File: src/rtl/spi_master_tx_ctrl.sv
// Transmit sequencer: drains byte_count words from a non-FWFT TX FIFO and
// hands each one to the SPI master core over a valid/ready handshake.
module spi_master_tx_ctrl #(
  parameter int DATA_WIDTH = 8,
  parameter int CNT_WIDTH  = 16
) (
  input  logic                  clk,
  input  logic                  rst,
  input  logic                  start,
  input  logic [CNT_WIDTH-1:0]  byte_count,
  input  logic                  fifo_empty,
  output logic                  fifo_read_en,
  input  logic [DATA_WIDTH-1:0] fifo_read_data,
  input  logic                  spi_tx_ready,
  output logic                  spi_tx_data_valid,
  output logic [DATA_WIDTH-1:0] spi_tx_data,
  output logic                  busy,
  output logic                  done
);

  // state | meaning
  // IDLE  | waiting for start; byte_count latched on start
  // FETCH | issue FIFO read once the FIFO is non-empty
  // LOAD  | FIFO data valid this cycle; capture into data register
  // SEND  | word presented to SPI core until accepted
  // DONE  | one-cycle done pulse, then back to IDLE
  typedef enum logic [2:0] {
    IDLE  = 3'd0,
    FETCH = 3'd1,
    LOAD  = 3'd2,
    SEND  = 3'd3,
    DONE  = 3'd4
  } state_t;

  localparam logic [CNT_WIDTH-1:0] CNT_ONE = CNT_WIDTH'(1);

  state_t                state;
  state_t                next_state;
  logic [CNT_WIDTH-1:0]  remaining;
  logic [DATA_WIDTH-1:0] data_q;
  logic                  accept;

  assign accept       = (state == SEND) & spi_tx_data_valid & spi_tx_ready;
  assign fifo_read_en = (state == FETCH) & ~fifo_empty;
  assign busy         = (state != IDLE);
  assign spi_tx_data  = data_q;

  always_ff @(posedge clk or posedge rst) begin
    if (rst) begin
      state             <= IDLE;
      remaining         <= '0;
      data_q            <= '0;
      spi_tx_data_valid <= 1'b0;
      done              <= 1'b0;
    end else begin
      state             <= next_state;
      spi_tx_data_valid <= (next_state == SEND);
      done              <= (next_state == DONE);
      if ((state == IDLE) && start) begin
        remaining <= byte_count;
      end else if (accept) begin
        remaining <= remaining - CNT_ONE;
      end
      if (state == LOAD) begin
        data_q <= fifo_read_data;
      end
    end
  end

  always_comb begin
    next_state = state;
    unique case (state)
      IDLE: begin
        if (start) begin
          next_state = (byte_count != '0) ? FETCH : DONE;
        end
      end
      FETCH: begin
        if (!fifo_empty) begin
          next_state = LOAD;
        end
      end
      LOAD: next_state = SEND;
      SEND: begin
        // remaining still holds the pre-decrement count here
        if (accept) begin
          next_state = (remaining == CNT_ONE) ? DONE : FETCH;
        end
      end
      DONE:    next_state = IDLE;
      default: next_state = IDLE;
    endcase
  end

endmodule

File: config.mk
export PLATFORM = sky130hd
export DESIGN_NAME = spi_master_tx_ctrl
export DESIGN_NICKNAME = d
export VERILOG_FILES = /design/src/rtl/spi_master_tx_ctrl.sv
export SDC_FILE = /design/constraint.sdc
export NUM_CORES = 1
export LEC_CHECK = 0
export BUFFER_PORTS_ARGS = -buffer_cell sky130_fd_sc_hd__buf_2
export CAP_MARGIN = 20
export CORE_MARGIN = 1
export CORE_UTILIZATION = 51
export CTS_CLUSTER_DIAMETER = 200
export DETAILED_ROUTE_END_ITERATION = 16
export PLACE_DENSITY = 0.77
export SETUP_SLACK_MARGIN = 0.02
export SLEW_MARGIN = 15
export SYNTH_ARGS = -nofsm -noshare
export SYNTH_HDL_FRONTEND = slang
export SYNTH_SLANG_ARGS = --single-unit
File: constraint.sdc
create_clock -name clk -period 2.75 [get_ports clk]
set_clock_uncertainty 0.2 [all_clocks]
set_input_delay 0.1375 -clock clk [delete_from_list [all_inputs] [get_ports clk]]
set_output_delay 0.1375 -clock clk [all_outputs]
set_load 0.01 [all_outputs]
==> results_dict.tcl <==
set metrics [dict create \
    endpoint_kind "flop" \
    root_buffer "clkbuf_4" \
    critPathBufInv 0 \
    first_global_vias 1476 \
    synth_flop_cell "dfrtp_1" \
    ys_seq_area_frac 0.4945 \
    grt_pass1_wl_um 6741 \
    via_count 1482 \
    min_path_type "input port to flop" \
    muxShareOfSynthArea 0.06138 \
    layout.nets 249 \
    port_buffers 40 \
    clock-sinks 29 \
    routabilityCongestion 0.8251 \
    finalSetupViolations 0 \
    multi_input_area_um2 701.9 \
    rows 19 \
    insertedDiodeCount 0 \
    period_share 0.8910 \
    mostFrequentLayoutCell "buf_2" \
    synthArstFlopShare 1.000 \
    drtIter0Drc 74 \
    cts_tree "built" \
    min_period_ps 2450 \
    clockBufferDepth 2 \
    avgSynthCellArea_um2 10.05 \
    p_leak_nw 0.9164 \
    path_class "flop to flop" \
    die_h_um 55.65 \
    die_area_um2 3096 \
    synthAdderAreaFrac 0.01705 \
    arrival_ps 2520 \
    wirelength_um 4057 \
    cp_max_fo 8 \
    wl_per_cell_um 16.23 \
    clock_latency_ps 340 \
    synth_edf_count 0 \
    grt_util_all_layers 0.2860 \
    cp_common_cell "or4_1" \
    maxSlewHeadroom 0.5705 \
    area_growth_syn_to_layout_pct 38.62 \
    numCtsBuffers 5 \
    drc_errors 0 \
    postCtsSetupRepairBufs 0 \
    ys_types 33 \
    path_clk_slew_ps 100 \
    cp_top_family "simple AND/OR/NAND/NOR gates" \
    startpoint_type "flop" \
    synth_compound_area_frac 0.1679 \
    ys_ff_latch 29 \
    yosys.area_share.simple 0.2259 \
    drive_gt1_frac 0.2922 \
    seq_area_um2 725.7 \
    die_w_um 55.65 \
    synth_top_family_by_area "simple AND/OR/NAND/NOR gates" \
    finalSetupTns_ps 0 \
    synth_xor_area_frac 0.005968 \
    slew_viol_final 0 \
    grt-ovfl-total 0 \
    postSynthNetCount 177 \
    critical_path.max_stage_delay_ps 690 \
    grt_max_degree 30 \
    finalPower_mw 1.805 \
    finalHoldViolations 0 \
    worst_pin_slew_ps 641.9 \
    n_fill_cell 189 \
    dp_hpwl_um 2668 \
    synth_cells 146 \
    maxCapViolations 0 \
    path_cells "or3_1 -> or4_1 -> or4_1 -> nand3_1" \
    run_status "completed" \
    peakVddDrop_mv 0.7453 \
    drt.antenna.violating_nets 0 \
    layout_common_cells "buf_2, dfrtp_1, dlygate4sd3_1" \
    cpMaxStageDelayCell "or4_1" \
    htree_levels 2 \
    io_pins 41 \
    viasPerCell 5.928 \
    antenna_found_initial 0 \
    cellPowerDensity_nw_per_um2 887.1 \
    rsz0062_at_grt "no" \
    core_area_um2 2734 \
    ys_warn_count 0 \
    firstDrtPassIters 4 \
    start_util 0.5368 \
    fmax_ghz 0.4081 \
    required_ps 2820 \
    synth_area_um2 1468 \
]
## tightest hold or removal path, cell delays in order
cell	delay, ps
buf_2	90
nor4b_1	60
or2_2	290
## where the power goes
group          switching [mW]  total [mW]  internal (mW)
Sequential              0.148       0.765          0.616
Clock                   0.156       0.252         0.0961
Combinational           0.425       0.788          0.363
## metrics by stage
| step | setup WS, ps | hold WS [ps] | utilization | instance area [um2] | std cells |
|---|---|---|---|---|---|
| 2_1_floorplan | 406.3 | 15.61 | - | 1468 | 146 |
| 3_5_place_dp | 356.8 | 28.72 | 0.6288 | 1719 | 216 |
| 4_1_cts | 322.5 | 66.32 | 0.7442 | 2034 | 250 |
| 5_1_grt | 144.6 | 84.97 | 0.7442 | 2034 | 250 |
| 3_3_place_gp | 382.2 | 20.93 | 0.6288 | 1719 | 216 |
| 6_report | 299.8 | 72.09 | 0.7442 | 2034 | 250 |
## sequential cells by signal (all words and copies together) (netlist names)
signal,count
remaining,16
spi_tx_data,8
state,3
done,1
spi_tx_data_valid,1
## final cells by class
type                            instances  share of cell area
Clock buffer                            5             0.01845
Clock inverter                          3            0.008610
Inverter                                4            0.007380
Multi-Input combinational cell        107              0.3450
Sequential cell                        29              0.3567
Tap cell                               31             0.01907
Timing Repair Buffer                   71              0.2448
## synth_stat cells, types with 3 or more instances
library cell | n | share of area
a21oi_1 | 4 | 0.014
nor2_1 | 9 | 0.023
o211ai_1 | 3 | 0.015
nor4_1 | 7 | 0.030
inv_1 | 4 | 0.010
nor3_1 | 6 | 0.020
clkbuf_1 | 4 | 0.010
nand2b_1 | 4 | 0.017
or4_1 | 5 | 0.026
nand2_1 | 13 | 0.033
a22oi_1 | 3 | 0.015
o21ai_0 | 10 | 0.034
dfrtp_1 | 29 | 0.49
or3_1 | 4 | 0.017
mux2_2 | 8 | 0.061
o311ai_0 | 7 | 0.042
## kinds of logic (layout without fill, tap and decap cells)
group,Yosys count,count (layout)
simple gates,61,61
compound gates,35,35
mux,8,8
buf+inv,10,83
xor+xnor,1,1
flops,29,29
fa+ha+maj,2,2
## final timing paths
path / slack (ps) / cells after the start / end / start
max in group asynchronous: 1860 / 4 / remaining[0]$_DFFE_PP0P_ / rst
max reg2reg: 300 / 4 / remaining[15]$_DFFE_PP0P_ / remaining[2]$_DFFE_PP0P_
min reg2reg: 320 / 1 / spi_tx_data[4]$_DFFE_PP0N_ / spi_tx_data[4]$_DFFE_PP0N_
min in group asynchronous: 200 / 4 / remaining[7]$_DFFE_PP0P_ / rst
max: 300 / 4 / remaining[15]$_DFFE_PP0P_ / remaining[2]$_DFFE_PP0P_
min: 70 / 3 / state[1]$_DFF_PP0_ / fifo_empty
## layer usage
layer  wire length [um]  track usage  up-vias  share of wire
li1                   -            -      707              -
met1               1591       0.3359      714           0.39
met2               2172       0.5112       54           0.54
met3                232      0.07907        7          0.057
met4                 61      0.07857        0          0.015
met5                  0            0        -              0
## what timing repair did
action,in CTS,in global routing
hold endpoints to repair,55,0
resized for setup,0,0
hold buffers,26,0
(Power assumes the default switching activity.)
